===== src/rtl/cu_pkg.sv =====
// Shared constants and control-word layout for the control-unit sequencer and its microcode ROM.
package cu_pkg;

  localparam int unsigned CTRL_W  = 65;
  localparam int unsigned OP_W    = 8;
  localparam int unsigned STEP_W  = 4;
  localparam int unsigned STATE_W = 3;
  localparam int unsigned ROM_AW  = 1 + OP_W + STEP_W;
  localparam int unsigned RSVD_W  = 20;
  localparam int unsigned WREN_W  = 25;

  // Sequencer state encoding
  localparam logic [STATE_W-1:0] ST_FETCH    = 3'd0;
  localparam logic [STATE_W-1:0] ST_CB_FETCH = 3'd1;
  localparam logic [STATE_W-1:0] ST_EXEC     = 3'd2;
  localparam logic [STATE_W-1:0] ST_HALT     = 3'd3;

  // Micro-step advance selector (control word bits 31:30)
  localparam logic [1:0] ADV_NEXT = 2'b00;
  localparam logic [1:0] ADV_END  = 2'b01;
  localparam logic [1:0] ADV_COND = 2'b10;
  localparam logic [1:0] ADV_CB   = 2'b11;

  // Condition codes carried in opcode[4:3]
  localparam logic [1:0] CC_NZ = 2'b00;
  localparam logic [1:0] CC_Z  = 2'b01;
  localparam logic [1:0] CC_NC = 2'b10;
  localparam logic [1:0] CC_C  = 2'b11;

  localparam logic [OP_W-1:0]   HALT_OP  = 8'h76;
  localparam logic [OP_W-1:0]   CB_OP    = 8'hCB;
  localparam logic [STEP_W-1:0] STEP_MAX = 4'd15;
  localparam logic [1:0]        PC_HOLD  = 2'b00;
  localparam logic [1:0]        PC_INC   = 2'b01;

  // Control word as seen by the downstream field mapper (MSB first)
  typedef struct packed {
    logic [RSVD_W-1:0] rsvd;
    logic [ROM_AW-1:0] trace;
    logic [1:0]        adv_sel;
    logic [WREN_W-1:0] wr_en;
    logic [1:0]        pc_sel;
    logic              wr_inst_buf;
    logic              db_nwrite;
    logic              db_nread;
  } ctrl_word_t;

  localparam ctrl_word_t IDLE_WORD = '{
    rsvd: '0, trace: '0, adv_sel: ADV_NEXT, wr_en: '0,
    pc_sel: PC_HOLD, wr_inst_buf: 1'b0, db_nwrite: 1'b1, db_nread: 1'b1
  };

  localparam ctrl_word_t FETCH_WORD = '{
    rsvd: '0, trace: '0, adv_sel: ADV_NEXT, wr_en: '0,
    pc_sel: PC_INC, wr_inst_buf: 1'b1, db_nwrite: 1'b1, db_nread: 1'b0
  };

  // True when the branch condition encoded in cc holds for the given flags
  function automatic logic cond_true(input logic [1:0] cc, input logic z, input logic c);
    logic r;
    case (cc)
      CC_NZ:   r = ~z;
      CC_Z:    r = z;
      CC_NC:   r = ~c;
      default: r = c;
    endcase
    return r;
  endfunction

endpackage


===== src/rtl/cu_microcode_rom.sv =====
// Combinational microcode table indexed by {cb_mode, opcode, step}.
module cu_microcode_rom
  import cu_pkg::*;
(
  input  logic [ROM_AW-1:0] addr,
  output ctrl_word_t        data
);

  logic              cb;
  logic [OP_W-1:0]   op;
  logic [STEP_W-1:0] step;
  logic [1:0]        adv;

  assign {cb, op, step} = addr;

  // Sequencing field per row; unlisted opcodes behave as single-step no-ops
  always_comb begin
    adv = ADV_END;
    if (!cb) begin
      case (op)
        8'h01: adv = (step == 4'd3) ? ADV_END : ADV_NEXT;
        8'hC2: begin
          case (step)
            4'd0:    adv = ADV_NEXT;
            4'd1:    adv = ADV_COND;
            4'd2:    adv = ADV_NEXT;
            default: adv = ADV_END;
          endcase
        end
        CB_OP:   adv = ADV_CB;
        8'hD3:   adv = ADV_NEXT;
        default: adv = ADV_END;
      endcase
    end else begin
      case (op)
        CB_OP:   adv = ADV_CB;
        default: adv = (step == 4'd0) ? ADV_NEXT : ADV_END;
      endcase
    end
  end

  // Assemble the row; bus strobes are idle during execute steps
  always_comb begin
    data             = IDLE_WORD;
    data.trace       = addr;
    data.adv_sel     = adv;
  end

endmodule


===== src/rtl/cu_sequencer.sv =====
// Control-unit sequencer: fetch / CB-fetch / execute / halt with microcode step counter.
module cu_sequencer
  import cu_pkg::*;
(
  input  logic                clk,
  input  logic                rst,
  input  logic [OP_W-1:0]     data_bus_in,
  input  logic                flag_z,
  input  logic                flag_c,
  input  logic                stall,
  input  logic                irq_pending,
  output logic [CTRL_W-1:0]   control_signals,
  output logic [STATE_W-1:0]  cu_state,
  output logic [STEP_W-1:0]   micro_step,
  output logic [OP_W-1:0]     opcode,
  output logic                cb_mode,
  output logic                inst_done
);

  logic [STATE_W-1:0] state_q, state_d;
  logic [STEP_W-1:0]  step_q, step_d;
  logic [OP_W-1:0]    opcode_q, opcode_d;
  logic               cb_mode_q, cb_mode_d;
  ctrl_word_t         rom_word;
  ctrl_word_t         ctrl_c;
  logic               done_c;
  logic               end_c;
  logic               advance_c;

  cu_microcode_rom u_rom (
    .addr (ROM_AW'({cb_mode_q, opcode_q, step_q})),
    .data (rom_word)
  );

  // State, step, opcode and prefix registers
  always_ff @(posedge clk or posedge rst) begin
    if (rst) begin
      state_q   <= ST_FETCH;
      step_q    <= '0;
      opcode_q  <= '0;
      cb_mode_q <= 1'b0;
    end else begin
      state_q   <= state_d;
      step_q    <= step_d;
      opcode_q  <= opcode_d;
      cb_mode_q <= cb_mode_d;
    end
  end

  // Next-state, control-word mux and end-of-instruction decode; stall freezes everything
  always_comb begin
    state_d   = state_q;
    step_d    = step_q;
    opcode_d  = opcode_q;
    cb_mode_d = cb_mode_q;
    ctrl_c    = IDLE_WORD;
    done_c    = 1'b0;
    end_c     = 1'b0;
    advance_c = 1'b0;
    if (!stall) begin
      case (state_q)
        ST_FETCH, ST_CB_FETCH: begin
          ctrl_c    = FETCH_WORD;
          opcode_d  = data_bus_in;
          cb_mode_d = (state_q == ST_CB_FETCH);
          step_d    = '0;
          state_d   = ST_EXEC;
        end
        ST_EXEC: begin
          ctrl_c = rom_word;
          case (rom_word.adv_sel)
            ADV_NEXT: advance_c = 1'b1;
            ADV_END:  end_c = 1'b1;
            ADV_COND: begin
              if (cond_true(opcode_q[4:3], flag_z, flag_c)) advance_c = 1'b1;
              else                                          end_c     = 1'b1;
            end
            default: begin
              // A second prefix inside a CB opcode simply ends it
              if (cb_mode_q) begin
                end_c = 1'b1;
              end else begin
                state_d = ST_CB_FETCH;
                step_d  = '0;
              end
            end
          endcase
          // Last step saturates into an end rather than wrapping
          if (advance_c) begin
            if (step_q == STEP_MAX) end_c  = 1'b1;
            else                    step_d = step_q + 4'd1;
          end
          if (end_c) begin
            done_c  = 1'b1;
            step_d  = '0;
            state_d = (!cb_mode_q && opcode_q == HALT_OP) ? ST_HALT : ST_FETCH;
          end
        end
        ST_HALT: begin
          if (irq_pending) state_d = ST_FETCH;
        end
        default: state_d = ST_FETCH;
      endcase
    end
  end

  // Reset overrides the combinational outputs immediately
  assign control_signals = rst ? CTRL_W'(IDLE_WORD) : CTRL_W'(ctrl_c);
  assign inst_done       = done_c & ~rst;
  assign cu_state        = state_q;
  assign micro_step      = step_q;
  assign opcode          = opcode_q;
  assign cb_mode         = cb_mode_q;

endmodule


===== config.mk =====
export PLATFORM = sky130hd
export DESIGN_NAME = cu_sequencer
export DESIGN_NICKNAME = d
export VERILOG_FILES = /design/src/rtl/cu_pkg.sv /design/src/rtl/cu_microcode_rom.sv /design/src/rtl/cu_sequencer.sv
export SDC_FILE = /design/constraint.sdc
export NUM_CORES = 1
export LEC_CHECK = 0
export ABC_AREA = 1
export BUFFER_PORTS_ARGS = -buffer_cell sky130_fd_sc_hd__buf_2
export CAP_MARGIN = 20
export CORE_ASPECT_RATIO = 0.9
export CORE_MARGIN = 2
export CORE_UTILIZATION = 52
export CTS_CLUSTER_SIZE = 12
export DETAILED_ROUTE_END_ITERATION = 6
export MAX_ROUTING_LAYER = met4
export PLACE_DENSITY = 0.85
export SYNTH_ARGS = -nofsm -noshare
export SYNTH_HDL_FRONTEND = slang
export SYNTH_HIERARCHICAL = 1
export SYNTH_SLANG_ARGS = --single-unit

===== constraint.sdc =====
create_clock -name clk -period 3.7 [get_ports clk]
set_clock_uncertainty 0.05 [all_clocks]
set_input_delay 0.74 -clock clk [delete_from_list [all_inputs] [get_ports clk]]
set_output_delay 0.74 -clock clk [all_outputs]
set_load 0.02 [all_outputs]

# Word-level counts from Yosys, hierarchy flattened
# Cells that the tools add are included.
# word_totals
regBits	16
input_bits	14
output_inout_bits	82
word_cells	81
# op_classes
n_addsub	1
n_eq_ne	19
mux	39
bitwise	5
n_reduce_logical	13
# ops
operator	n
45-bit case mux with 2 select lines	1
65-bit 2-to-1 mux	1
45-bit 2-to-1 mux	1
8-bit equality test (second input constant)	3
4-bit 2-to-1 mux	5
1-bit 2-to-1 mux	17
3-bit 2-to-1 mux	4
3-bit case mux with 3 select lines	1
4-bit by 2-bit equality test with 1-bit output (second input constant)	2
8-bit by 1-bit equality test with 1-bit output (second input constant)	1
8-bit by 7-bit equality test with 1-bit output (second input constant)	1
2-bit case mux with 4 select lines	1
4-bit case mux with 2 select lines	1
3-bit by 2-bit equality test with 1-bit output (second input constant)	2
2-bit 2-to-1 mux	3
3-bit != test (second input constant)	2
1-bit case mux with 3 select lines	2
4-bit by 1-bit adder with 4-bit output (second input constant)	1
2-bit by 1-bit equality test with 1-bit output (second input constant)	2
2-bit equality test (second input constant)	2
4-bit by 1-bit equality test with 1-bit output (second input constant)	1
4-bit equality test (second input constant)	1
2-bit zero test	2
4-bit zero test	1
14 further kinds	19

# Depth between registers and ports, before layout
# Gate-level depths: netlist of run 1.
# logic_depth
depth_word	20
depth_mapped	17
ltp_nobuf	17

# By module
# The synthesis of run 1 kept the hierarchy.
# by_module_without_submodules
mod	n_inst	cells_each	area_per_inst_um2	seq_area_each_um2
cu_sequencer	1	250	1461.4	375.4
cu_microcode_rom	1	115	680.7	0.0

# Worst setup path after synthesis of run 1
# Ideal clock, no wire load.
# synth_path
path_kind	register -> output
startpoint	register opcode_q[3], in the netlist opcode[3]
endpoint	output inst_done
arrival_time_ns	1.750
required_ns	2.910
setup_slack_ns	1.160
path_stages_with_launch	10
path_buffers	0
path_cell_list	dfrtp_1 nor2_1 nand2_1 nor2_1 nand4_1 o21ai_1 nand3_2 nand3_2 nand2_1 nor2_1
# synth_lines
item	line_no	text
start, declared	cu_sequencer.sv:22	logic [OP_W-1:0] opcode_q, opcode_d;
start signal, assigned	cu_sequencer.sv:45	opcode_q <= opcode_d;
end, declared	cu_sequencer.sv:17	output logic inst_done

==> impl_metrics.yaml, run 1 <==
global_routing:
  antenna_found_initial: 0
  gr-total-overflow: 0
  track_usage_pct: 16.2
  grt_first_pass_wirelength_um: 6020
  grt_pass1_vias: 1423
  grt_max_degree: 64
sta:
  rsz0062_at_grt: "false"
  worstMarginPinSlew_ns: 0.782
  maxSlewViolCount: 0
  setup_tns_ns: 0
  fmax_mhz: 339
  finalHoldViolCount: 0
  relSlewSlack_pct: 47.7
  layout_min_cycle_time_ns: 2.95
  setup_viol: 0
  fin_crit_sh_pct: 79.7
synth:
  yosys-mux-area-fraction_pct: 2.63
  synth_top_family_by_area: "buffers and inverters"
  synth_compound_area_share_pct: 2.34
  ys_ff_latch: 15
  synthSimpleGateAreaFrac_pct: 34.3
  seq_area_frac_synth_pct: 17.5
  synthXorXnorAreaFrac_pct: 0.409
  async_reset_ff_share_pct: 100
  synthTopCellsByArea: "buf_4 22%, dfrtp_1 18%, inv_1 15%"
  ys.flop_type: "dfrtp_1"
  yosys.area.top_type_share_pct: 22.4
  syn_area_per_cell_um2: 5.87
  yosysWarnings: 6
  synth_area_um2: 2140
  yosys.area_share.adder_pct: 0.584
  yosysUniqueCellTypes: 23
  yosysMostFrequentCell: "inv_1"
  synthCells: 365
  synth-edff-count: 0
  ys_top_cells_by_count: "87 x inv_1, 78 x nor2_1, 64 x buf_4, 55 x nand2_1, 15 x dfrtp_1"
  yosysTopAreaCell: "buf_4"
cells_and_area:
  synthToLayoutAreaGrowth_pct: -1.46
  drive_above_1_share_pct: 18.8
  nNetsFinal: 410
  final.fill_count: 418
  diodes: 0
clock_tree:
  max-clock-path-buffers: 2
  clock_latency_ns: 0.25
  path_clk_slew_ns: 0.06
  root_buffer: "clkbuf_8"
  post_cts_buffers: 0
  ctsHtreeMaxLevel: 1
  cts_buffers: 3
  cts_sinks: 15
  cts_hold_buf: 0
  cts_resized: 0
  cts_tree: "built"
drt:
  wl_um: 3820
  postRouteAntennaNets: 0
  viasPerCell: 4.08
  drt_pass1_iterations: 4
  wire_per_inst_um: 8.63
  drc: 0
  drt_iter0_markers: 27
  via_count: 1804
placement:
  port_buffers: 47
  post-dp-hpwl_um: 3000
  gp_congestion: 0.848
critical_path:
  cp-start-kind: "flop"
  cp.required_ns: 2.91
  critical_path_class: "flop to primary output"
  crit_fanout: 9
  arrival_ns: 2.16
  endpoint_kind: "primary output"
power_and_ir_drop:
  powerDensity_nw_per_um2: 506
  leakagePower_nw: 1.21
  switching_power_uw: 592
  combPwrFrac_pct: 56.7
  seq_power_share_pct: 30.9
  irDropWorstVdd_mv: 0.479
  power_mw: 1.07
  switching_share_pct: 55.4
  internal_power_uw: 477
  clock_power_share_pct: 12.4
run_status:
  outcome: "finished clean"
floorplanning:
  die_y_um: 64.9
  row_count: 22
  initial_core_util_pct: 53.3
  core_region_area_um2: 4020
  ios: 96
  dieArea_um2: 4650
  die_w_um: 71.7
worst_hold_path:
  hold_class: "primary input to async pin"
flow_run:
  cap_violations: 0
==> cells by family (layout without fill, tap and decap cells) <==
logic type / count (synthesis) / in the layout
adders and majority gates: 1 / 1
buffers and inverters: 160 / 141
DFF: 15 / 15
AOI/OAI and AO/OA: 10 / 10
other: 3 / 51
xor gates and xnor gates: 1 / 1
muxes: 5 / 5
and+or+nand+nor: 170 / 170
==> through the flow <==
| step | std cells | setup slack [ns] | hold slack, ns | area, µm² | utilization, % |
|---|---|---|---|---|---|
| floorplan | 413 | 1.16 | 0.623 | 2320 | - |
| global placement | 438 | 1.01 | 0.562 | 2070 | 51.4 |
| detailed placement | 438 | 0.961 | 0.569 | 2070 | 51.4 |
| CTS | 442 | 0.761 | 0.454 | 2110 | 52.5 |
| global route | 442 | 0.507 | 0.478 | 2110 | 52.5 |
| finish | 442 | 0.752 | 0.448 | 2110 | 52.5 |
==> final timing paths <==
path | slack (ns) | end | depth (start not counted) | startpoint
min reg2reg | 0.58 | opcode[5] | 2 | opcode[5]
min in group clk | 0.58 | opcode[5] | 2 | opcode[5]
max in group asynchronous | 2.97 | micro_step[3] | 3 | rst
min | 0.45 | opcode[7] | 3 | rst
max | 0.75 | inst_done | 11 | opcode[4]
max reg2reg | 1.60 | micro_step[2] | 14 | opcode[4]
==> power by group through the flow <==
stage	clock, mW	sequential [mW]	combinational, mW
floorplan	0	0.374	0.528
global placement	0	0.330	0.587
detailed placement	0	0.332	0.602
CTS	0.132	0.330	0.603
global route	0.139	0.344	0.680
finish	0.132	0.331	0.606
==> cells in the final DEF, fill, tap and decap left out, types with 2 or more instances in the layout <==
cell	instances
buf_2	47
clkbuf_8	3
conb_1	51
dfrtp_1	15
inv_1	87
inv_2	2
mux2_2	5
nand2_1	55
nand3_1	14
nand3_2	2
nand4_1	3
nor2_1	78
nor2_2	12
nor3_1	2
o21ai_0	8
==> worst max-delay path: stages, from the launching register on <==
cell	delay, ns
dfrtp_1	0.49
nor2_1	0.14
nand2_1	0.08
nor2_1	0.16
nand4_1	0.09
o21ai_1	0.26
nand2_1	0.09
nor2_1	0.17
inv_1	0.10
nand2_1	0.09
nor2_1	0.04
buf_2	0.18
==> layout make-up <==
class,count,area (µm²),share of cell area [%]
Sequential cell,15,375,17.8
Timing Repair Buffer,48,243,11.5
Tap cell,48,60.1,2.85
Inverter,89,334,15.8
Clock buffer,4,45.0,2.13
Multi-Input combinational cell,238,1050,49.9
==> state kept, by name (all words and copies together), names as in the netlist <==
signal	count
cu_state	2
micro_step	4
cb_mode	1
opcode	8
==> routing by layer <==
metal	vias up	global-route usage, %	wire length (µm)
li1	987	-	-
met1	751	20.0	1770
met2	62	28.0	1770
met3	4	1.87	238
met4	0	4.48	39
met5	-	-	0
(Power assumes the default switching activity.)
==> run 2: changes to the inputs <==
--- a/config.mk
+++ b/config.mk
@@ -10,11 +10,11 @@
 export CAP_MARGIN = 20
 export CORE_ASPECT_RATIO = 0.9
 export CORE_MARGIN = 2
-export CORE_UTILIZATION = 52
+export CORE_UTILIZATION = 44
 export CTS_CLUSTER_SIZE = 12
 export DETAILED_ROUTE_END_ITERATION = 6
 export MAX_ROUTING_LAYER = met4
-export PLACE_DENSITY = 0.85
+export PLACE_DENSITY = 0.76
 export SYNTH_ARGS = -nofsm -noshare
 export SYNTH_HDL_FRONTEND = slang
 export SYNTH_HIERARCHICAL = 1
==> constraint.sdc (replaced) <==
create_clock -name clk -period 2.38 [get_ports clk]
set_clock_uncertainty 0.05 [all_clocks]
set_input_delay 0.476 -clock clk [delete_from_list [all_inputs] [get_ports clk]]
set_output_delay 0.476 -clock clk [all_outputs]
set_load 0.02 [all_outputs]
==> impl_metrics.yaml, run 2 (synthesis results as in run 1) <==
run_status:
  outcome: "finished with violations"
  violations: "DRC, setup timing"
placement:
  gp_congestion: 0.881
  post-dp-hpwl_um: 3450
  port_buffers: 47
  dp_cells: 463
drt:
  drt_pass1_iterations: 7
  wire_per_inst_um: 10.3
  wl_met2_um: 2480
  via_count: 2083
  wl_met3_um: 339
  drt_iter0_markers: 99
  wl_met1_um: 2200
  postRouteAntennaNets: 0
  viasPerCell: 4.21
  drc: 1
  highest_layer: "met4"
  wl_um: 5080
sta:
  rsz0062_at_grt: "true"
  fmax_mhz: 414
  fin_crit_sh_pct: 101
  finalHoldViolCount: 0
  timing.final.ws_setup_ns: -0.0339
  setup_viol: 2
  maxSlewViolCount: 0
  layout_min_cycle_time_ns: 2.41
floorplanning:
  die_y_um: 70.2
  row_count: 24
  die_w_um: 77.5
  ios: 96
  initial_core_util_pct: 44.9
  core_region_area_um2: 4770
  dieArea_um2: 5440
cells_and_area:
  regArea_um2: 378
  largest_register_ffs: 8
  final_cell_mix: "84 x inv_1, 73 x nor2_1, 51 x conb_1"
  multiInputGateArea_um2: 1130
  synthToLayoutAreaGrowth_pct: 16.9
  nNetsFinal: 446
  drive_above_1_share_pct: 30.5
  fin_cells: 495
  diodes: 0
  final.fill_count: 472
  final_common_cell: "inv_1"
critical_path:
  critical_path_class: "flop to primary output"
  timing.rr.start: "opcode[1]"
  cp-start-kind: "flop"
  ff2ff_path_depth: 20
  arrival_ns: 1.89
  r2r-end: "micro_step[2]"
  crit_fanout: 4
  ff2ff_setup_slack_ns: 0.07
  cp.required_ns: 1.85
  endpoint_kind: "primary output"
clock_tree:
  cts_buffers: 3
  cts_sinks: 15
  path_clk_slew_ns: 0.07
  cts_tree: "built"
  clock_latency_ns: 0.24
  max-clock-path-buffers: 2
  ctsHtreeMaxLevel: 1
  root_buffer: "clkbuf_8"
power_and_ir_drop:
  irDropWorstVdd_mv: 0.603
  powerDensity_nw_per_um2: 837
  leakagePower_nw: 1.39
  power_mw: 2.10
global_routing:
  gr-total-overflow: 0
  grt_pass1_vias: 1871
  track_usage_pct: 18.3
  grt_max_degree: 44
  grt_first_pass_wirelength_um: 7980
  antenna_found_initial: 0
worst_hold_path:
  hold_class: "primary input to async pin"
flow_run:
  cap_violations: 0
run 2: final cells by class:
type | count | area share [%]
clock inverters | 1 | 0.200
inverters | 89 | 13.3
clock buffers | 3 | 1.65
repair buffers | 84 | 21.3
multi-input cells | 238 | 45.2
flip-flops and latches | 15 | 15.1
well taps | 65 | 3.25
run 2: routing by layer:
metal | track usage (%) | vias up
li1 | - | 1063
met1 | 22.4 | 911
met2 | 32.2 | 103
met3 | 2.45 | 6
met4 | 3.77 | 0
met5 | - | -
run 2: worst max path at each step:
stage / end / start
after floorplan: inst_done / opcode[3]
after global placement: inst_done / opcode[6]
after detailed placement: inst_done / opcode[7]
after CTS: inst_done / opcode[7]
after global routing: inst_done / opcode[2]
final: inst_done / opcode[2]
run 2: worst max-delay path, cell delays in order (launching register included):
cell     delay (ns)
dfrtp_1        0.41
nor2_2         0.13
nand2_1        0.09
nor2_2         0.13
nand4_1        0.10
o21ai_2        0.22
nand3_2        0.14
nand3_4        0.13
nand2_4        0.08
nor2_4         0.09
buf_6          0.12
run 2: timing repair:
action | in CTS | in global routing
pin swaps | 9 | 18
setup buffers | 26 | 4
gates resized for setup | 11 | 21
hold buffers | 0 | 0
setup endpoints to repair | 1 | 4
run 2: power by group:
group | internal [mW] | switching (mW) | total [mW]
clock network | 0.116 | 0.0949 | 0.211
logic | 0.555 | 0.872 | 1.43
registers | 0.346 | 0.114 | 0.459
total | 1.02 | 1.08 | 2.10
run 2: stage by stage:
stage / setup slack, ns / hold WS [ns] / instance area (µm²) / setup TNS [ns] / utilization [%]
final: -0.0339 / 0.337 / 2500 / -0.0457 / 52.5
after global placement: 0.146 / 0.537 / 2150 / 0 / 45.0
after CTS: 0.00490 / 0.271 / 2410 / 0 / 50.5
after floorplan: 0.104 / 0.359 / 2320 / 0 / -
after detailed placement: 0.0811 / 0.536 / 2150 / 0 / 45.0
after global routing: -0.136 / 0.354 / 2500 / -0.299 / 52.5
